**src/rtl/common_types.sv**
```systemverilog
// common_types: shared types for the cpu_seq fetch/execute sequencer.
// Contents: state_t (exported on the LED debug port), opcode constants for
// the supported 6502 subset, and flags_t {N,Z,C}.
package common_types;

    typedef enum logic [3:0] {
        S_FETCH = 4'd0,
        S_OPLO  = 4'd1,
        S_OPHI  = 4'd2,
        S_READ  = 4'd3,
        S_WRITE = 4'd4,
        S_HALT  = 4'd5
    } state_t;

    localparam logic [7:0] OP_NOP     = 8'hEA;
    localparam logic [7:0] OP_LDA_IMM = 8'hA9;
    localparam logic [7:0] OP_ADC_IMM = 8'h69;
    localparam logic [7:0] OP_LDA_ABS = 8'hAD;
    localparam logic [7:0] OP_STA_ABS = 8'h8D;
    localparam logic [7:0] OP_JMP_ABS = 8'h4C;

    typedef struct packed {
        logic n;
        logic z;
        logic c;
    } flags_t;

endpackage

```
**src/rtl/cpu_alu.sv**
```systemverilog
// cpu_alu: combinational datapath for cpu_seq.
// Ports:
//   a, b   in  DW  operands (a = accumulator, b = memory data)
//   cin    in  1   carry in
//   add    in  1   1 = {cout,y} = a+b+cin, 0 = pass b through (loads)
//   y      out DW  result
//   cout   out 1   carry out (equals cin when add=0, so C is preserved)
//   n, z   out 1   sign and zero of y
module cpu_alu #(
    parameter int DW = 8
) (
    input  logic [DW-1:0] a,
    input  logic [DW-1:0] b,
    input  logic          cin,
    input  logic          add,
    output logic [DW-1:0] y,
    output logic          cout,
    output logic          n,
    output logic          z
);

    logic [DW:0] sum;

    always_comb begin
        sum = {1'b0, a} + {1'b0, b} + {{DW{1'b0}}, cin};
        if (add) begin
            y    = sum[DW-1:0];
            cout = sum[DW];
        end else begin
            y    = b;
            cout = cin;
        end
        n = y[DW-1];
        z = (y == '0);
    end

endmodule

```
**src/rtl/cpu_seq.sv**
```systemverilog
// cpu_seq: 6502-subset fetch/execute sequencer (NOP, LDA#, ADC#, LDA abs,
// STA abs, JMP abs). Owns PC, accumulator and flags and talks to memory over
// a req/ack port; any unknown opcode halts until reset.
// Ports:
//   clk, rst              clock, synchronous active-high reset
//   step                  (CPU_SINGLE_STEP_EN only) one instruction per pulse
//   mem_addr/req/we/wdata request side; held stable until mem_ack
//   mem_rdata, mem_ack    response side; rdata used in the ack cycle
//   pc, acc, flags        architectural state, flags = {N,Z,C}
//   state                 state_t code for the LED display
//   halted                1 after an illegal opcode
// Optional feature macro: CPU_SINGLE_STEP_EN
module cpu_seq
    import common_types::*;
#(
    parameter int               AW        = 16,
    parameter int               DW        = 8,
    parameter logic [AW-1:0]    RESET_VEC = '0
) (
    input  logic          clk,
    input  logic          rst,
`ifdef CPU_SINGLE_STEP_EN
    input  logic          step,
`endif
    output logic [AW-1:0] mem_addr,
    output logic          mem_req,
    output logic          mem_we,
    output logic [DW-1:0] mem_wdata,
    input  logic [DW-1:0] mem_rdata,
    input  logic          mem_ack,
    output logic [AW-1:0] pc,
    output logic [DW-1:0] acc,
    output logic [2:0]    flags,
    output logic [3:0]    state,
    output logic          halted
);

    state_t        st, st_n;
    logic [AW-1:0] pc_r, pc_n, ea, ea_n;
    logic [DW-1:0] acc_r, acc_n, lo, lo_n;
    logic [7:0]    ir, ir_n;
    flags_t        flg, flg_n;

    logic [AW-1:0]   pc_inc;
    logic [2*DW-1:0] ea_full;
    logic            fetch_go;
    logic            xfer;

    logic [DW-1:0] alu_y;
    logic          alu_cout, alu_n, alu_z, alu_add;

    assign pc_inc  = pc_r + {{(AW-1){1'b0}}, 1'b1};
    assign ea_full = {mem_rdata, lo};

`ifdef CPU_SINGLE_STEP_EN
    // The fetch is gated until a step pulse has been seen in S_FETCH; the
    // arm bit drops with the fetch ack so the next instruction waits again.
    logic armed;
    always_ff @(posedge clk) begin
        if (rst)
            armed <= 1'b0;
        else if (st == S_FETCH && !armed && step)
            armed <= 1'b1;
        else if (st == S_FETCH && armed && mem_ack)
            armed <= 1'b0;
    end
    assign fetch_go = armed;
`else
    assign fetch_go = 1'b1;
`endif

    // Request side decoded from registered state only: stable across stalls.
    always_comb begin
        mem_req   = !rst && (st != S_HALT) && (st != S_FETCH || fetch_go);
        mem_we    = !rst && (st == S_WRITE);
        mem_addr  = (st == S_READ || st == S_WRITE) ? ea : pc_r;
        mem_wdata = acc_r;
    end

    assign xfer    = mem_req && mem_ack;
    assign alu_add = (st == S_OPLO) && (ir == OP_ADC_IMM);

    cpu_alu #(.DW(DW)) u_alu (
        .a    (acc_r),
        .b    (mem_rdata),
        .cin  (flg.c),
        .add  (alu_add),
        .y    (alu_y),
        .cout (alu_cout),
        .n    (alu_n),
        .z    (alu_z)
    );

    always_comb begin
        st_n  = st;
        pc_n  = pc_r;
        acc_n = acc_r;
        flg_n = flg;
        ir_n  = ir;
        lo_n  = lo;
        ea_n  = ea;
        case (st)
            S_FETCH: if (xfer) begin
                ir_n = mem_rdata[7:0];
                pc_n = pc_inc;
                case (mem_rdata[7:0])
                    OP_NOP:                  st_n = S_FETCH;
                    OP_LDA_IMM, OP_ADC_IMM,
                    OP_LDA_ABS, OP_STA_ABS,
                    OP_JMP_ABS:              st_n = S_OPLO;
                    default:                 st_n = S_HALT;
                endcase
            end
            S_OPLO: if (xfer) begin
                pc_n = pc_inc;
                if (ir == OP_LDA_IMM || ir == OP_ADC_IMM) begin
                    acc_n = alu_y;
                    flg_n = '{n: alu_n, z: alu_z, c: alu_cout};
                    st_n  = S_FETCH;
                end else begin
                    lo_n = mem_rdata;
                    st_n = S_OPHI;
                end
            end
            S_OPHI: if (xfer) begin
                ea_n = ea_full[AW-1:0];
                if (ir == OP_JMP_ABS) begin
                    pc_n = ea_full[AW-1:0];
                    st_n = S_FETCH;
                end else begin
                    pc_n = pc_inc;
                    st_n = (ir == OP_LDA_ABS) ? S_READ : S_WRITE;
                end
            end
            S_READ: if (xfer) begin
                acc_n = alu_y;
                flg_n = '{n: alu_n, z: alu_z, c: flg.c};
                st_n  = S_FETCH;
            end
            S_WRITE: if (xfer) st_n = S_FETCH;
            S_HALT:  st_n = S_HALT;
            default: st_n = S_FETCH;
        endcase
    end

    always_ff @(posedge clk) begin
        if (rst) begin
            st    <= S_FETCH;
            pc_r  <= RESET_VEC;
            acc_r <= '0;
            flg   <= '0;
            ir    <= '0;
            lo    <= '0;
            ea    <= '0;
        end else begin
            st    <= st_n;
            pc_r  <= pc_n;
            acc_r <= acc_n;
            flg   <= flg_n;
            ir    <= ir_n;
            lo    <= lo_n;
            ea    <= ea_n;
        end
    end

    assign pc     = pc_r;
    assign acc    = acc_r;
    assign flags  = flg;
    assign state  = st;
    assign halted = (st == S_HALT);

endmodule
```
**config.mk**
```make
export PLATFORM = sky130hd
export DESIGN_NAME = cpu_seq
export DESIGN_NICKNAME = d
export VERILOG_FILES = /design/src/rtl/common_types.sv /design/src/rtl/cpu_alu.sv /design/src/rtl/cpu_seq.sv
export SDC_FILE = /design/constraint.sdc
export NUM_CORES = 1
export LEC_CHECK = 0
export CAP_MARGIN = 10
export CORE_UTILIZATION = 50
export DETAILED_ROUTE_END_ITERATION = 12
export PLACE_DENSITY = 0.77
export SLEW_MARGIN = 0
export SYNTH_ARGS = -nofsm -noshare
export SYNTH_HDL_FRONTEND = slang
export SYNTH_SLANG_ARGS = --single-unit
```
**constraint.sdc**
```tcl
create_clock -name clk -period 5 [get_ports clk]
set_input_delay 1 -clock clk [delete_from_list [all_inputs] [get_ports clk]]
set_output_delay 1 -clock clk [all_outputs]
set_load 0.005 [all_outputs]
```
==> impl_metrics.ini <==
[min_path]
min_path_type = flip-flop to flip-flop

[yosys]
synth_area_per_cell_sq_um = 8.51
ys.flop_type = dfxtp_1
syn_inst = 422
synth_enable_flop_cells = 0
syn-num-nets = 443
yosysWarnings = 0
synth_seq_cells = 61
async_reset_ff_share_pct = 0
syn-cell-area_sq_mm = 0.00359
ys_seq_area_share_pct = 34.0
netlist-cell-type-count = 67

[die]
fp.dieArea_sq_mm = 0.00752
die_w_um = 86.7
initial_core_util_pct = 52.3
io_pins = 69
core_area_sq_mm = 0.00687
row_count = 30
fp.dieH_um = 86.7

[clock_tree]
cts-root-buf = clkbuf_8
h-tree-depth = 3
clockBufferDepth = 2
post_cts_buffers = 0
clock_sinks = 61
ctsHoldBuffers = 0
cts.reportedPaths.clkPinSlew_ns = 0.07
cts.repair.resized = 0
cts_buffers = 9
cts_tree = built
insertion_delay_ns = 0.35

[routing]
drtIter0Drc = 232
wl_per_cell_um = 16.3
ant_nets = 0
first_pass_iters = 4
num_vias = 3318
vias_per_cell = 5.85
wirelength_mm = 9.22
drcViolationCount = 0

[timing]
timing.hold.ws_ns = 0.498
final.setup.worst_slack_ns = 1.37
period_minus_slack_ns = 3.63
max_freq_mhz = 276
report.final.setup_viol = 0
relSlewSlack_pct = 40.4
hold_viol = 0
tightestPinTransition_ns = 0.891
finClkSkew_ns = 0.00641
slew_viol_final = 0
rsz0062_at_grt = false
fin_crit_sh_pct = 72.5
fin_setup_tns_ns = 0

[power]
internal_power_uw = 819
power-per-cell-area_mw_per_mm2 = 258
switching_power_uw = 311
p_leak_nw = 1.73
p_clk_share_pct = 39.3
peakVddDrop_v = 0.000188
seq_power_share_pct = 46.0
p_sw_share_pct = 27.5
p_comb_share_pct = 14.7
power_mw = 1.13

[global_routing]
grt_max_degree = 55
grt_first_pass_wirelength_mm = 15.1
grt_pass1_vias = 3030
grt_overflow = 0
antenna_found_initial = 0
grt_util_all_layers_pct = 26.3

[setup_path]
crit-reg2reg-launch = acc[0]$_SDFFE_PP0P_
cpMaxStageDelayCell = or4b_2
ff2ff_setup_slack_ns = 2.37
path_delay_family = buffers and inverters
critPathLaunchType = primary input
cp.depth = 9
critPathRequiredTime_ns = 5.27
worstRegToRegCells = 8
critPathKind = primary input to flip-flop
cp_max_fo = 10
critPathCaptureType = flip-flop
crit_start = mem_rdata[0]
arrival_ns = 3.89
max_stage_delay_ns = 0.69
r2r-end = flags[1]$_SDFFE_PP0P_
crit_chain = clkdlybuf4s50_1 -> inv_1 -> fa_1 -> inv_1 -> fa_1 -> or4b_2 -> nor3_2 -> o21ai_1 -> o31ai_2
setup.worst_path.end = flags[1]$_SDFFE_PP0P_
path_buf_inv = 3

[final_layout]
multiInputGateArea_sq_mm = 0.00213
n_antenna_cell = 0
final_cell_mix = 72 x nor2_1, 66 x clkdlybuf4s50_1, 61 x dfxtp_1, 32 x mux2i_1, 29 x nand2_1
layout_commonest_cell = nor2_1
area_delta_synth_final_pct = 22.0
fin_cells = 567
n_fill_cell = 590
regArea_sq_mm = 0.00122
fin_util_pct = 63.8
design_area_sq_mm = 0.00438
final_nets = 487
layout-drive-gt1-share_pct = 11.0

[placed_design]
dpl-instance-area_sq_mm = 0.00419
io_buffers = 67
post-place-ws_ns = 1.05
dpl.cell_count = 551
hpwl_mm = 6.24
gp_congestion = 0.872

[run]
max-cap-violations = 0

[run_status]
status = completed
power by group through the flow:
stage / logic, mW / clock network, mW / registers [mW]
finish: 0.166 / 0.444 / 0.520
global route: 0.181 / 0.474 / 0.522
CTS: 0.165 / 0.445 / 0.519
detailed placement: 0.164 / 0 / 0.530
global placement: 0.161 / 0 / 0.530
floorplan: 0.116 / 0 / 0.523
cell families after synthesis:
group | synth area share [%]
mux | 14.3
fa+ha+maj | 3.90
simple gates | 22.8
compound gates | 17.1
other cells | 0.104
xor+xnor | 1.22
buf+inv | 6.59
flops | 34.0
cells in the mapped netlist, drive strengths merged, types with 3 or more instances:
master	number	share of area, %
nor2b	4	0.70
or3	3	0.52
nand3	11	2.0
mux2i	32	8.9
a21oi	24	3.3
clkbuf	16	1.7
ha	8	2.8
o22ai	6	1.0
o21a	5	1.0
mux2	17	5.3
buf	20	4.0
nand2	29	3.0
a211oi	7	1.5
a311oi	3	0.73
a31oi	4	0.70
xor2	3	0.73
dfxtp	61	34
o21ai	18	2.5
nor4	6	1.6
nor2	73	7.7
nor3	8	1.4
and3	7	1.3
nand3b	4	0.84
inv	9	0.94
a21o	4	0.84
worst min path at each step:
stage                                from                     to  slack (ns)  depth (start not counted)
global placement      ea[13]$_SDFFE_PP0P_    ea[13]$_SDFFE_PP0P_        0.47                          2
CTS                    ea[5]$_SDFFE_PP0P_     ea[5]$_SDFFE_PP0P_        0.50                          2
detailed placement     ea[5]$_SDFFE_PP0P_     ea[5]$_SDFFE_PP0P_        0.48                          2
finish                 ea[1]$_SDFFE_PP0P_     ea[1]$_SDFFE_PP0P_        0.50                          2
global route        flags[1]$_SDFFE_PP0P_  flags[1]$_SDFFE_PP0P_        0.52                          2
floorplan             ea[10]$_SDFFE_PP0P_    ea[10]$_SDFFE_PP0P_        0.46                          2
flip-flops by register name, summed over array words and instances (netlist names):
signal,cells
pc,16
ir,8
lo,8
acc,8
ea,16
flags,2
state,3
layout make-up:
cell class	instances	area share, %
clock buffer	12	3.31
clock inverter	4	1.09
inverter	9	0.771
multi-input combinational	316	48.7
sequential	61	27.9
tap	96	2.74
timing repair buffer	69	15.5
per-layer routing:
metal | vias to the layer above | wire [um] | track usage, % | share of wire (%)
met5 | - | 0 | 0 | 0
met4 | 0 | 165 | 9.09 | 1.8
met3 | 17 | 466 | 5.14 | 5.1
met2 | 126 | 4260 | 41.8 | 46
met1 | 1575 | 4330 | 35.8 | 47
li1 | 1600 | - | - | -
worst reg2reg max path, cell delays in order (launching register included):
cell and delay [ns]:
dfxtp_1 0.43, inv_1 0.09, fa_1 0.42, inv_1 0.09
fa_1 0.42, or4b_2 0.69, nor3_2 0.12, o21ai_1 0.09
o31ai_2 0.21
Power figures use the tool's default switching activity.
